$ cat src/rtl/dbg_run_ctrl.sv
// Run/step/check controller gating the Risc32 core clock-enable.
// Commands arrive on a valid/ready port; every command ends with a one-cycle rsp_valid pulse.
module dbg_run_ctrl #(
  parameter int unsigned XLEN       = 32,
  parameter int unsigned PC_W       = 32,
  parameter int unsigned REG_ADDR_W = 3,
  parameter int unsigned CNT_W      = 16,
  parameter int unsigned ERR_W      = 4
) (
  input  logic                  clk,
  input  logic                  rst_n,
  input  logic                  cmd_valid,
  output logic                  cmd_ready,
  input  logic [2:0]            cmd_op,
  input  logic [CNT_W-1:0]      cmd_arg,
  input  logic [XLEN-1:0]       cmd_expect,
  output logic                  core_en,
  input  logic [PC_W-1:0]       core_pc,
  output logic [REG_ADDR_W-1:0] dbg_reg_addr,
  input  logic [XLEN-1:0]       dbg_reg_data,
  output logic                  rsp_valid,
  output logic                  rsp_pass,
  output logic [XLEN-1:0]       rsp_data,
  output logic                  bp_hit,
  output logic                  busy,
  output logic [ERR_W-1:0]      err_count,
  output logic [CNT_W-1:0]      step_count
);

  typedef enum logic [2:0] {
    S_IDLE,
    S_RUN,
    S_CHK_RD,
    S_CHK_CMP,
    S_RESP
  } state_t;

  typedef enum logic [2:0] {
    OP_NOP      = 3'd0,
    OP_STEP     = 3'd1,
    OP_RUN_N    = 3'd2,
    OP_RUN_FREE = 3'd3,
    OP_HALT     = 3'd4,
    OP_CHECK    = 3'd5,
    OP_CLR_ERR  = 3'd6,
    OP_SET_BP   = 3'd7
  } op_t;

  state_t                state, state_nxt;
  op_t                   op;
  logic                  accept;
  logic                  halt_acc;
  logic                  bp_stop;
  logic                  run_en;
  logic                  last_cycle;
  logic                  leave_run;
  logic [CNT_W-1:0]      remaining;
  logic [CNT_W-1:0]      executed;
  logic [CNT_W-1:0]      executed_nxt;
  logic                  free_mode;
  logic                  first;
  logic [PC_W-1:0]       bp_addr;
  logic                  bp_en;
  logic [REG_ADDR_W-1:0] chk_idx;
  logic [XLEN-1:0]       chk_exp;

  assign op = op_t'(cmd_op);

  always_comb begin
    cmd_ready = 1'b0;
    case (state)
      S_IDLE:  cmd_ready = 1'b1;
      S_RUN:   cmd_ready = (op == OP_HALT);
      default: cmd_ready = 1'b0;
    endcase
  end

  assign accept   = cmd_valid & cmd_ready;
  assign halt_acc = (state == S_RUN) & accept;

  // The breakpoint is ignored on the first RUN cycle so a resume at the bp PC makes progress.
  assign bp_stop      = (state == S_RUN) & bp_en & (core_pc == bp_addr) & ~first;
  assign run_en       = (state == S_RUN) & ~bp_stop & ~halt_acc;
  assign last_cycle   = run_en & ~free_mode & (remaining == CNT_W'(1));
  assign leave_run    = halt_acc | bp_stop | last_cycle;
  assign executed_nxt = executed + CNT_W'(run_en);

  assign core_en      = run_en;
  assign rsp_valid    = (state == S_RESP);
  assign busy         = (state != S_IDLE);
  assign dbg_reg_addr = (state == S_CHK_RD) ? chk_idx : '0;

  always_comb begin
    state_nxt = state;
    case (state)
      S_IDLE: begin
        if (accept) begin
          case (op)
            OP_STEP, OP_RUN_FREE: state_nxt = S_RUN;
            OP_RUN_N:             state_nxt = (cmd_arg == '0) ? S_RESP : S_RUN;
            OP_CHECK:             state_nxt = S_CHK_RD;
            default:              state_nxt = S_RESP;
          endcase
        end
      end
      S_RUN:     if (leave_run) state_nxt = S_RESP;
      S_CHK_RD:  state_nxt = S_CHK_CMP;
      S_CHK_CMP: state_nxt = S_RESP;
      S_RESP:    state_nxt = S_IDLE;
      default:   state_nxt = S_IDLE;
    endcase
  end

  always_ff @(posedge clk or negedge rst_n) begin
    if (!rst_n) state <= S_IDLE;
    else        state <= state_nxt;
  end

  always_ff @(posedge clk or negedge rst_n) begin
    if (!rst_n) begin
      remaining  <= '0;
      executed   <= '0;
      free_mode  <= 1'b0;
      first      <= 1'b0;
      bp_addr    <= '0;
      bp_en      <= 1'b0;
      chk_idx    <= '0;
      chk_exp    <= '0;
      rsp_pass   <= 1'b0;
      rsp_data   <= '0;
      bp_hit     <= 1'b0;
      err_count  <= '0;
      step_count <= '0;
    end else begin
      case (state)
        S_IDLE: begin
          if (accept) begin
            case (op)
              OP_STEP, OP_RUN_N, OP_RUN_FREE: begin
                remaining <= (op == OP_STEP) ? CNT_W'(1) : cmd_arg;
                free_mode <= (op == OP_RUN_FREE);
                first     <= 1'b1;
                executed  <= '0;
                if (op == OP_RUN_N && cmd_arg == '0) begin
                  rsp_data <= '0;
                  rsp_pass <= 1'b1;
                end else begin
                  bp_hit <= 1'b0;
                end
              end
              OP_CHECK: begin
                chk_idx <= cmd_arg[REG_ADDR_W-1:0];
                chk_exp <= cmd_expect;
              end
              OP_CLR_ERR: begin
                err_count <= '0;
                rsp_pass  <= 1'b1;
                rsp_data  <= '0;
              end
              OP_SET_BP: begin
                bp_addr  <= cmd_expect[PC_W-1:0];
                bp_en    <= cmd_arg[0];
                rsp_pass <= 1'b1;
                rsp_data <= '0;
              end
              default: begin
                rsp_pass <= 1'b1;
                rsp_data <= '0;
              end
            endcase
          end
        end
        S_RUN: begin
          first <= 1'b0;
          if (run_en) begin
            executed   <= executed_nxt;
            step_count <= step_count + CNT_W'(1);
            if (!free_mode) remaining <= remaining - CNT_W'(1);
          end
          // A HALT arriving on the breakpoint cycle wins, so the stop is reported as a halt.
          if (leave_run) begin
            rsp_data <= XLEN'(executed_nxt);
            rsp_pass <= 1'b1;
            bp_hit   <= bp_stop & ~halt_acc;
          end
        end
        S_CHK_CMP: begin
          rsp_data <= dbg_reg_data;
          rsp_pass <= (dbg_reg_data == chk_exp);
          if (dbg_reg_data != chk_exp && err_count != '1)
            err_count <= err_count + ERR_W'(1);
        end
        default: ;
      endcase
    end
  end

endmodule

$ cat config.mk
export PLATFORM = sky130hd
export DESIGN_NAME = dbg_run_ctrl
export DESIGN_NICKNAME = d
export VERILOG_FILES = /design/src/rtl/dbg_run_ctrl.sv
export SDC_FILE = /design/constraint.sdc
export NUM_CORES = 1
export LEC_CHECK = 0
export ABC_AREA = 1
export CORE_ASPECT_RATIO = 0.7
export CORE_MARGIN = 10
export CORE_UTILIZATION = 55
export DETAILED_ROUTE_END_ITERATION = 8
export PLACE_DENSITY = 0.95
export RECOVER_POWER = 50
export SETUP_SLACK_MARGIN = 0.02
export SLEW_MARGIN = 20
export SYNTH_ARGS = -nofsm -noshare
export SYNTH_HDL_FRONTEND = slang
export SYNTH_SLANG_ARGS = --single-unit
$ cat constraint.sdc
create_clock -name clk -period 5.2 [get_ports clk]
set_input_delay 0.78 -clock clk [delete_from_list [all_inputs] [get_ports clk]]
set_output_delay 0.78 -clock clk [all_outputs]
set_load 0.005 [all_outputs]
# Word level (Yosys, flattened, before mapping)
# Cells that the tools add are included.
# word_totals
ff_bits	159
latch_bits	0
ram_bits	0
rom_bits	0
in_bits	118
out_inout_bits	61
wordCells	120
n_memories	0
# op_classes
add_sub_neg	4
mul	0
n_div	0
order_cmp	0
n_eq_ne	26
shifts	0
mux	39
n_bitwise	16
reduce_logical	21
# op_table
operator	count
$mux W16	8
$mux W32	3
$pmux W32 S3	1
$eq A32 B32 Y1	2
$pmux W16 S2	2
$pmux W32 S2	1
$ne A32 B32 Y1	1
$add A16 B1 Y16	1
$add A16 B1 Y16 const B	1
$eq A16 B1 Y1 const B	1
$logic_not A16 Y1	1
$ne A2 B2 Y1 const B	8
$sub A16 B1 Y16 const B	1
$eq A3 B3 Y1 const B	5
$reduce_and A5 Y1	3
$eq A3 B2 Y1 const B	4
$mux W3	4
$mux W4	3
$pmux W3 S4	1
$reduce_and A3 Y1	4
$and A1 B1 Y1	10
$mux W1	9
$pmux W3 S3	1
$pmux W1 S2	4
other kinds (17)	27

# Depth between registers and ports, before layout
# Gate-level depths: netlist of run 1.
# depth
word_depth	12
depth_mapped	24
depth_no_buf	23

# Worst setup path after synthesis of run 1
# Ideal clock, no wire load.
# synth_path
kind	input to register
start	in core_pc[5]
end	reg rsp_data[10]
setup_time_ns	0.066
arrival_time_ns	3.034
required_time_ns	5.134
setup_slack_ns	2.099
path_stages	21
path_buffers	1
cell_sequence	or2_2 > nand2_1 > nor2_1 > nand2_1 > nor2_1 > nand3_4 > nand2_4 > inv_2 > buf_2 > ha_1 > ha_1 > nand3_1 > inv_1 > nand4_1 > nor3_1 > inv_1 > nor2_1 > o21ai_0 > nand2_1 > nand4_1 > nand2_1
# synth_between
elab_chain_cells	11
word_cells_on_any_way	15
cone_classes	add/sub: 1; eq/ne: 2; mux: 2; bitwise: 9; reduce/logical: 1
# synth_rtl
item	line	rtl
start: declaration	18	input logic [PC_W-1:0] core_pc,
$eq A32 B32 Y1 (*)	82	assign bp_stop = (state == S_RUN) & bp_en & (core_pc == bp_addr) & ~first;
$and A1 B1 Y1 (*) (2 in series)	82	
$not A1 Y1 (*)	83	assign run_en = (state == S_RUN) & ~bp_stop & ~halt_acc;
$and A1 B1 Y1 (*) (2 in series)	83	
via core_en	17	output logic core_en,
branches (longest 5 deep; another with $add A16 B1 Y16)	n/a	
end signal: assignment	182	rsp_data <= XLEN'(executed_nxt);
end signal: assignment	188	rsp_data <= dbg_reg_data;
end: declaration	23	output logic [XLEN-1:0] rsp_data,
# Mark *: on every way through the listed nets, which the timed path passes. The select of a mux whose other input is x is not followed.
# A chain may end at the register's enable or synchronous reset.

# Worst setup path in the final report of run 1
# layout_path
start	in cmd_op[0]
end	reg rsp_data[10]
# layout_between
elab_chain_cells	11
word_cells_on_any_way	26
cone_classes	add/sub: 1; eq/ne: 9; mux: 5; bitwise: 8; reduce/logical: 3
# layout_rtl
item	line	rtl
start: declaration	14	input logic [2:0] cmd_op,
branches (longest 11 deep; another with $add A16 B1 Y16)	n/a	
# Several ways; the timed one is not identified. The select of a mux whose other input is x is not followed.

==> results.sh, run 1 <==
export IMPL_status="finished with violations"
export IMPL_violations="capacitance limit, slew limit"
export IMPL_synth_area_um2=8780
export IMPL_cap_violations=1
export IMPL_r2r_end="rsp_data[10]$_DFFE_PN0P_"
export IMPL_crit_path_max_fanout=13
export IMPL_p_per_area_nw_per_um2=450
export IMPL_clkTransAtPathRegs_ps=70
export IMPL_die_w_um=171
export IMPL_place_inst=1438
export IMPL_top_usage_layer="met2"
export IMPL_required_ps=5560
export IMPL_slowest_stage="clkdlybuf4s50_1"
export IMPL_timing_final_crit_share_pct=73.0
export IMPL_viasPerCell=5.55
export IMPL_path_common_cell="nand2_1"
export IMPL_synth_distinct_cells=42
export IMPL_met2_usage_pct=38.4
export IMPL_worst_r2r_cell_count=22
export IMPL_finalMaxSlewViolations=58
export IMPL_critical_path_class="primary input to register"
export IMPL_track_usage_pct=24.1
export IMPL_clkLatencyLatePin_ps=430
export IMPL_synth_seq_cells=159
export IMPL_end_kind="register"
export IMPL_ys_warn_count=0
export IMPL_fin_tns_setup_ps=0
export IMPL_die_h_um=126
export IMPL_avgSynthCellArea_um2=8.07
export IMPL_grt_max_degree=58
export IMPL_hold_buffers=0
export IMPL_design_area_um2=11200
export IMPL_gr_usage_met1_pct=30.4
export IMPL_cp_data_arrival_time_ps=4160
export IMPL_power_leakage_nw=5.44
export IMPL_num_vias=8152
export IMPL_start_util_pct=56.3
export IMPL_antennaDiodeCount=0
export IMPL_finClkSkew_ps=14.3
export IMPL_drt_total_wl_mm=26.1
export IMPL_synth_top_cell_by_area="dfrtp_1"
export IMPL_grt_pass1_wl_mm=42.0
export IMPL_firstDrtPassIters=6
export IMPL_yosys_top_cells_area="dfrtp_1 (45%), nand2_1 (13%), xor2_1 (5.5%)"
export IMPL_layoutNonFillerInstCount=1470
export IMPL_cp_start_kind="primary input"
export IMPL_area_delta_synth_final_pct=28.0
export IMPL_slew_headroom_pct=-107
export IMPL_met3_usage_pct=8.02
export IMPL_port_buffers=178
export IMPL_h_tree_depth=4
export IMPL_reg2reg_slack_ps=1520
export IMPL_slowest_delay_ps=590
export IMPL_placed_area_um2=10600
export IMPL_ys_flop_type="dfrtp_1"
export IMPL_routedWlPerCell_um=17.8
export IMPL_gp_congestion=0.934
export IMPL_ios=179
export IMPL_cts_tree="built"
export IMPL_synth_edf_count=0
export IMPL_min_from="rsp_data[28]$_DFFE_PN0P_"
export IMPL_layout_nets=1381
export IMPL_ant_nets=0
export IMPL_core_area_um2=15600
export IMPL_grt_pass1_vias=8265
export IMPL_post_cts_resize_count=0
export IMPL_synth_top_cell_area_share_pct=45.3
export IMPL_die_area_um2=21500
export IMPL_crit_chain="clkdlybuf4s50_1 -> nor2_1 -> nand3_1 -> nand2_1 -> nand2_1 -> nand2_1 -> inv_2 -> nand2_4 -> inv_2 -> ha_1 -> ha_1 -> nand3_1 -> inv_1 -> nand4_1 -> nor3_1 -> inv_1 -> nor2_1 -> o21ai_0 -> nand2_1 -> nand4_1 -> nand2_1"
export IMPL_synth_nets=1212
export IMPL_worst_hold_path_endpoint="rsp_data[28]$_DFFE_PN0P_"
export IMPL_ys_seq_area_share_pct=45.3
export IMPL_drive_above_1_share_pct=8.90
export IMPL_cts_sinks=159
export IMPL_worstMarginPinSlew_ps=3100
export IMPL_cts_root_buffer_cell="clkbuf_16"
export IMPL_syn_inst=1088
export IMPL_post_cts_buffers=0
export IMPL_drc=0
export IMPL_numCtsBuffers=17
export IMPL_hold_viol=0
export IMPL_holdPathStages=2
export IMPL_finalSetupViolCount=0
export IMPL_max_freq_ghz=0.264
export IMPL_fin_crit_ps=3790
export IMPL_grt_overflow_total=0
export IMPL_dp_hpwl_mm=19.6
export IMPL_rsz0062_at_grt="no"
export IMPL_clk_path_buf_depth=2
export IMPL_rows=38
export IMPL_synth_async_sr_flop_share_pct=100
export IMPL_hp_class="register to register"
export IMPL_first_iter_violations=830
export IMPL_max_vdd_ir_drop_v=0.000291
export IMPL_antenna_found_initial=2
export IMPL_rr_startpoint="state[0]$_DFFE_PN0P_"
[metrics by stage]
stage	total power [mW]	hold slack, ps	setup slack (ps)	util [%]
floorplan	3.16	453	2100	-
global placement	3.65	454	1360	68.3
detailed placement	3.75	457	1240	68.3
CTS	5.05	322	1520	72.1
global route	5.35	496	1150	72.0
finish	5.05	468	1410	72.0
[cells by family (layout without fill, tap and decap cells)]
family	after synthesis	in the layout	share of synthesized area, %
flip-flops	159	159	45.3
multiplexers	40	40	5.13
AO/OA/AOI/OAI	105	105	6.56
adder cells (fa/ha/maj)	6	6	0.855
XOR/XNOR	68	68	6.78
buffers and inverters	153	335	7.58
AND/OR/NAND/NOR	557	557	27.8
[where the power goes]
group	internal, mW	leakage [nW]	switching [mW]	total (mW)
combinational	0.750	3.12	1.09	1.84
sequential	1.63	2.03	0.292	1.93
clock	0.690	0.296	0.598	1.29
total	3.07	5.44	1.98	5.05
[cell type report]
type                    count  area (um2)
multi-input cells         776        4140
flip-flops and latches    159        3980
well taps                 200         250
fillers                  1166        4360
clock inverters            15         169
repair buffers            184        1820
inverters                 119         448
clock buffers              17         425
[registers in the layout, indices dropped and copies added, names as in the netlist]
| register | flops |
|---|---|
| bp_addr | 32 |
| bp_en | 1 |
| bp_hit | 1 |
| chk_exp | 32 |
| chk_idx | 3 |
| err_count | 4 |
| executed | 16 |
| first | 1 |
| free_mode | 1 |
| remaining | 16 |
| rsp_data | 32 |
| rsp_pass | 1 |
| state | 3 |
| step_count | 16 |
[cells in the mapped netlist, types with 15 or more instances]
| library cell | instances |
|---|---|
| clkbuf_1 | 15 |
| dfrtp_1 | 159 |
| inv_1 | 111 |
| mux2_2 | 40 |
| nand2_1 | 306 |
| nand3_1 | 52 |
| nand4_1 | 45 |
| nor2_1 | 98 |
| nor3_1 | 21 |
| o21ai_0 | 54 |
| o21ai_1 | 27 |
| xor2_1 | 55 |
[layout by cell type, fill, tap and decap left out, types with 28 or more instances in the layout]
cell / Yosys / layout
nand2_1: 306 / 306
dfrtp_1: 159 / 159
clkdlybuf4s50_1: 0 / 149
inv_1: 111 / 112
nor2_1: 98 / 97
xor2_1: 55 / 55
o21ai_0: 54 / 54
nand3_1: 52 / 52
nand4_1: 45 / 45
mux2_2: 40 / 40
dlygate4sd3_1: 0 / 28
[how the worst max path moves through the flow]
stage / depth (start not counted) / endpoint / startpoint / slack (ps)
4_1_cts: 21 / rsp_data[10]$_DFFE_PN0P_ / cmd_op[1] / 1520
5_1_grt: 2 / rsp_data[17]$_DFFE_PN0P_ / rst_n / 1150
2_1_floorplan: 21 / rsp_data[10]$_DFFE_PN0P_ / core_pc[5] / 2100
3_3_place_gp: 21 / rsp_data[10]$_DFFE_PN0P_ / core_pc[5] / 1360
3_5_place_dp: 21 / rsp_data[10]$_DFFE_PN0P_ / core_pc[7] / 1240
6_report: 21 / rsp_data[10]$_DFFE_PN0P_ / cmd_op[0] / 1410
[per-layer routing]
| metal | share of wire [%] | vias to the layer above |
|---|---|---|
| met5 | 0.038 | - |
| met4 | 2.0 | 2 |
| met3 | 11 | 58 |
| met2 | 46 | 418 |
| met1 | 42 | 3827 |
| li1 | - | 3847 |
[worst max-delay path, delay by kind of cell]
family | cells | cell delay [ps]
buffers and inverters | 5 | 1150
adder cells (fa/ha/maj) | 2 | 410
AND/OR/NAND/NOR | 13 | 1640
AO/OA/AOI/OAI | 1 | 140
Power figures use the tool's default switching activity.
==> run 2, diff against run 1 <==
--- a/config.mk
+++ b/config.mk
@@ -8,9 +8,9 @@
 export ABC_AREA = 1
 export CORE_ASPECT_RATIO = 0.7
 export CORE_MARGIN = 10
-export CORE_UTILIZATION = 55
+export CORE_UTILIZATION = 52
 export DETAILED_ROUTE_END_ITERATION = 8
-export PLACE_DENSITY = 0.95
+export PLACE_DENSITY = 0.92
 export RECOVER_POWER = 50
 export SETUP_SLACK_MARGIN = 0.02
 export SLEW_MARGIN = 20
==> constraint.sdc (replaced) <==
create_clock -name clk -period 3.6 [get_ports clk]
set_input_delay 0.54 -clock clk [delete_from_list [all_inputs] [get_ports clk]]
set_output_delay 0.54 -clock clk [all_outputs]
set_load 0.005 [all_outputs]
==> results.sh, run 2 (synthesis gave the netlist of run 1 again) <==
export IMPL_status="finished with violations"
export IMPL_violations="capacitance limit, slew limit"
export IMPL_drc=0
export IMPL_power_leakage_nw=5.49
export IMPL_final_util_pct=68.9
export IMPL_area_delta_synth_final_pct=29.0
export IMPL_finClkSkew_ps=14.5
export IMPL_end_kind="output pin"
export IMPL_clkTransAtPathRegs_ps=60
export IMPL_routedWlPerCell_um=17.1
export IMPL_ios=179
export IMPL_clkLatencyLatePin_ps=440
export IMPL_place_ws_ps=173
export IMPL_fin_crit_ps=3180
export IMPL_rows=39
export IMPL_final_common_cell="nand2_1"
export IMPL_multi_input_area_um2=4140
export IMPL_rr_startpoint="state[2]$_DFFE_PN0P_"
export IMPL_seq_area_um2=3980
export IMPL_critical_path_class="primary input to output pin"
export IMPL_grt_pass1_wl_mm=41.9
export IMPL_crit_path_max_fanout=12
export IMPL_gp_congestion=0.947
export IMPL_cp_start_kind="primary input"
export IMPL_layoutNonFillerInstCount=1507
export IMPL_track_usage_pct=23.1
export IMPL_cts_sinks=159
export IMPL_drive_above_1_share_pct=9.69
export IMPL_required_ps=3060
export IMPL_dp_hpwl_mm=19.8
export IMPL_layout_nets=1391
export IMPL_post_cts_buffers=0
export IMPL_grt_max_degree=74
export IMPL_cts_tree="built"
export IMPL_rsz0062_at_grt="no"
export IMPL_slew_headroom_pct=-24.6
export IMPL_slowest_delay_ps=460
export IMPL_max_freq_ghz=0.315
export IMPL_firstDrtPassIters=7
export IMPL_n_fill_cell=1294
export IMPL_cts_root_buffer_cell="clkbuf_16"
export IMPL_drt_total_wl_mm=25.7
export IMPL_worstMarginPinSlew_ps=1870
export IMPL_viasPerCell=5.30
export IMPL_cp_data_arrival_time_ps=2640
export IMPL_start_util_pct=53.4
export IMPL_place_inst=1473
export IMPL_max_vdd_ir_drop_v=0.000334
export IMPL_num_vias=7988
export IMPL_power_total_mw=7.24
export IMPL_setup_worst_path_end="core_en"
export IMPL_finalMaxSlewViolations=74
export IMPL_h_tree_depth=4
export IMPL_grt_pass1_vias=8024
export IMPL_numCtsBuffers=17
export IMPL_fin_tns_setup_ps=0
export IMPL_top_regs="bp_addr: 32 flops, chk_exp: 32 flops, rsp_data: 32 flops"
export IMPL_clk_path_buf_depth=2
export IMPL_ant_nets=0
export IMPL_hold_viol=0
export IMPL_finalSetupViolCount=0
export IMPL_reg2reg_slack_ps=530
export IMPL_port_buffers=178
export IMPL_cap_violations=1
export IMPL_hold_buffers=0
export IMPL_slowest_stage="clkdlybuf4s50_1"
export IMPL_p_per_area_nw_per_um2=639
export IMPL_layout_common_cells="nand2_1 (306), dfrtp_1 (159), clkdlybuf4s50_1 (149)"
export IMPL_die_h_um=129
export IMPL_worst_slack_ps=425
export IMPL_r2r_end="rsp_data[12]$_DFFE_PN0P_"
export IMPL_timing_final_crit_share_pct=88.2
export IMPL_crit_chain="clkdlybuf4s50_1 -> xnor2_1 -> nand2_1 -> nor2_1 -> nand2_1 -> nor2_1 -> nand3_4 -> nand2_4 -> inv_2 -> buf_4 -> clkdlybuf4s50_1"
export IMPL_die_w_um=175
export IMPL_post_cts_resize_count=0
export IMPL_hp_class="register to register"
export IMPL_first_iter_violations=910
export IMPL_die_area_um2=22600
export IMPL_core_area_um2=16400
export IMPL_worst_r2r_cell_count=23
export IMPL_cp_startpoint="core_pc[20]"
export IMPL_antenna_found_initial=2
export IMPL_grt_overflow_total=0
run 2: critical path: cells and delay by family:
kind	cells	cell delay, ps
simple gates	6	760
buf+inv	4	1090
xor+xnor	1	250
run 2: per-layer routing:
layer | wire, um | up-vias | track usage (%)
met5 | 0 | - | 0
met1 | 11200 | 3716 | 30.7
met3 | 2630 | 34 | 7.83
met2 | 11500 | 359 | 35.9
met4 | 358 | 0 | 5.17
li1 | - | 3879 | -
run 2: final cells by class:
type | instances | area share (%)
inverters | 119 | 3.96
multi-input cells | 776 | 36.6
clock inverters | 14 | 1.19
clock buffers | 18 | 3.88
well taps | 225 | 2.49
diodes | 2 | 0.0442
flip-flops and latches | 159 | 35.1
repair buffers | 194 | 16.7
run 2: metrics by stage:
step / area (um2) / hold WS, ps
2_1_floorplan: 8780 / 244
6_report: 11300 / 469
3_3_place_gp: 10800 / 455
4_1_cts: 11300 / 159
5_1_grt: 11300 / 492
3_5_place_dp: 10800 / 458
run 2: worst min-delay path by stage:
stage	startpoint	endpoint	slack [ps]	cells past startpoint
floorplan	rst_n	bp_addr[0]$_DFFE_PN0P_	240	0
global placement	rsp_data[31]$_DFFE_PN0P_	rsp_data[31]$_DFFE_PN0P_	450	2
detailed placement	rsp_data[31]$_DFFE_PN0P_	rsp_data[31]$_DFFE_PN0P_	460	2
CTS	rst_n	rsp_data[23]$_DFFE_PN0P_	160	1
global route	rsp_data[15]$_DFFE_PN0P_	rsp_data[15]$_DFFE_PN0P_	490	2
finish	rsp_data[14]$_DFFE_PN0P_	rsp_data[14]$_DFFE_PN0P_	470	2
run 2: power by group:
group	switching [mW]	internal, mW	leakage (nW)	total, mW
registers	0.417	2.36	2.03	2.78
clock network	0.831	0.940	0.284	1.77
logic	1.56	1.12	3.18	2.69
total	2.81	4.42	5.49	7.24
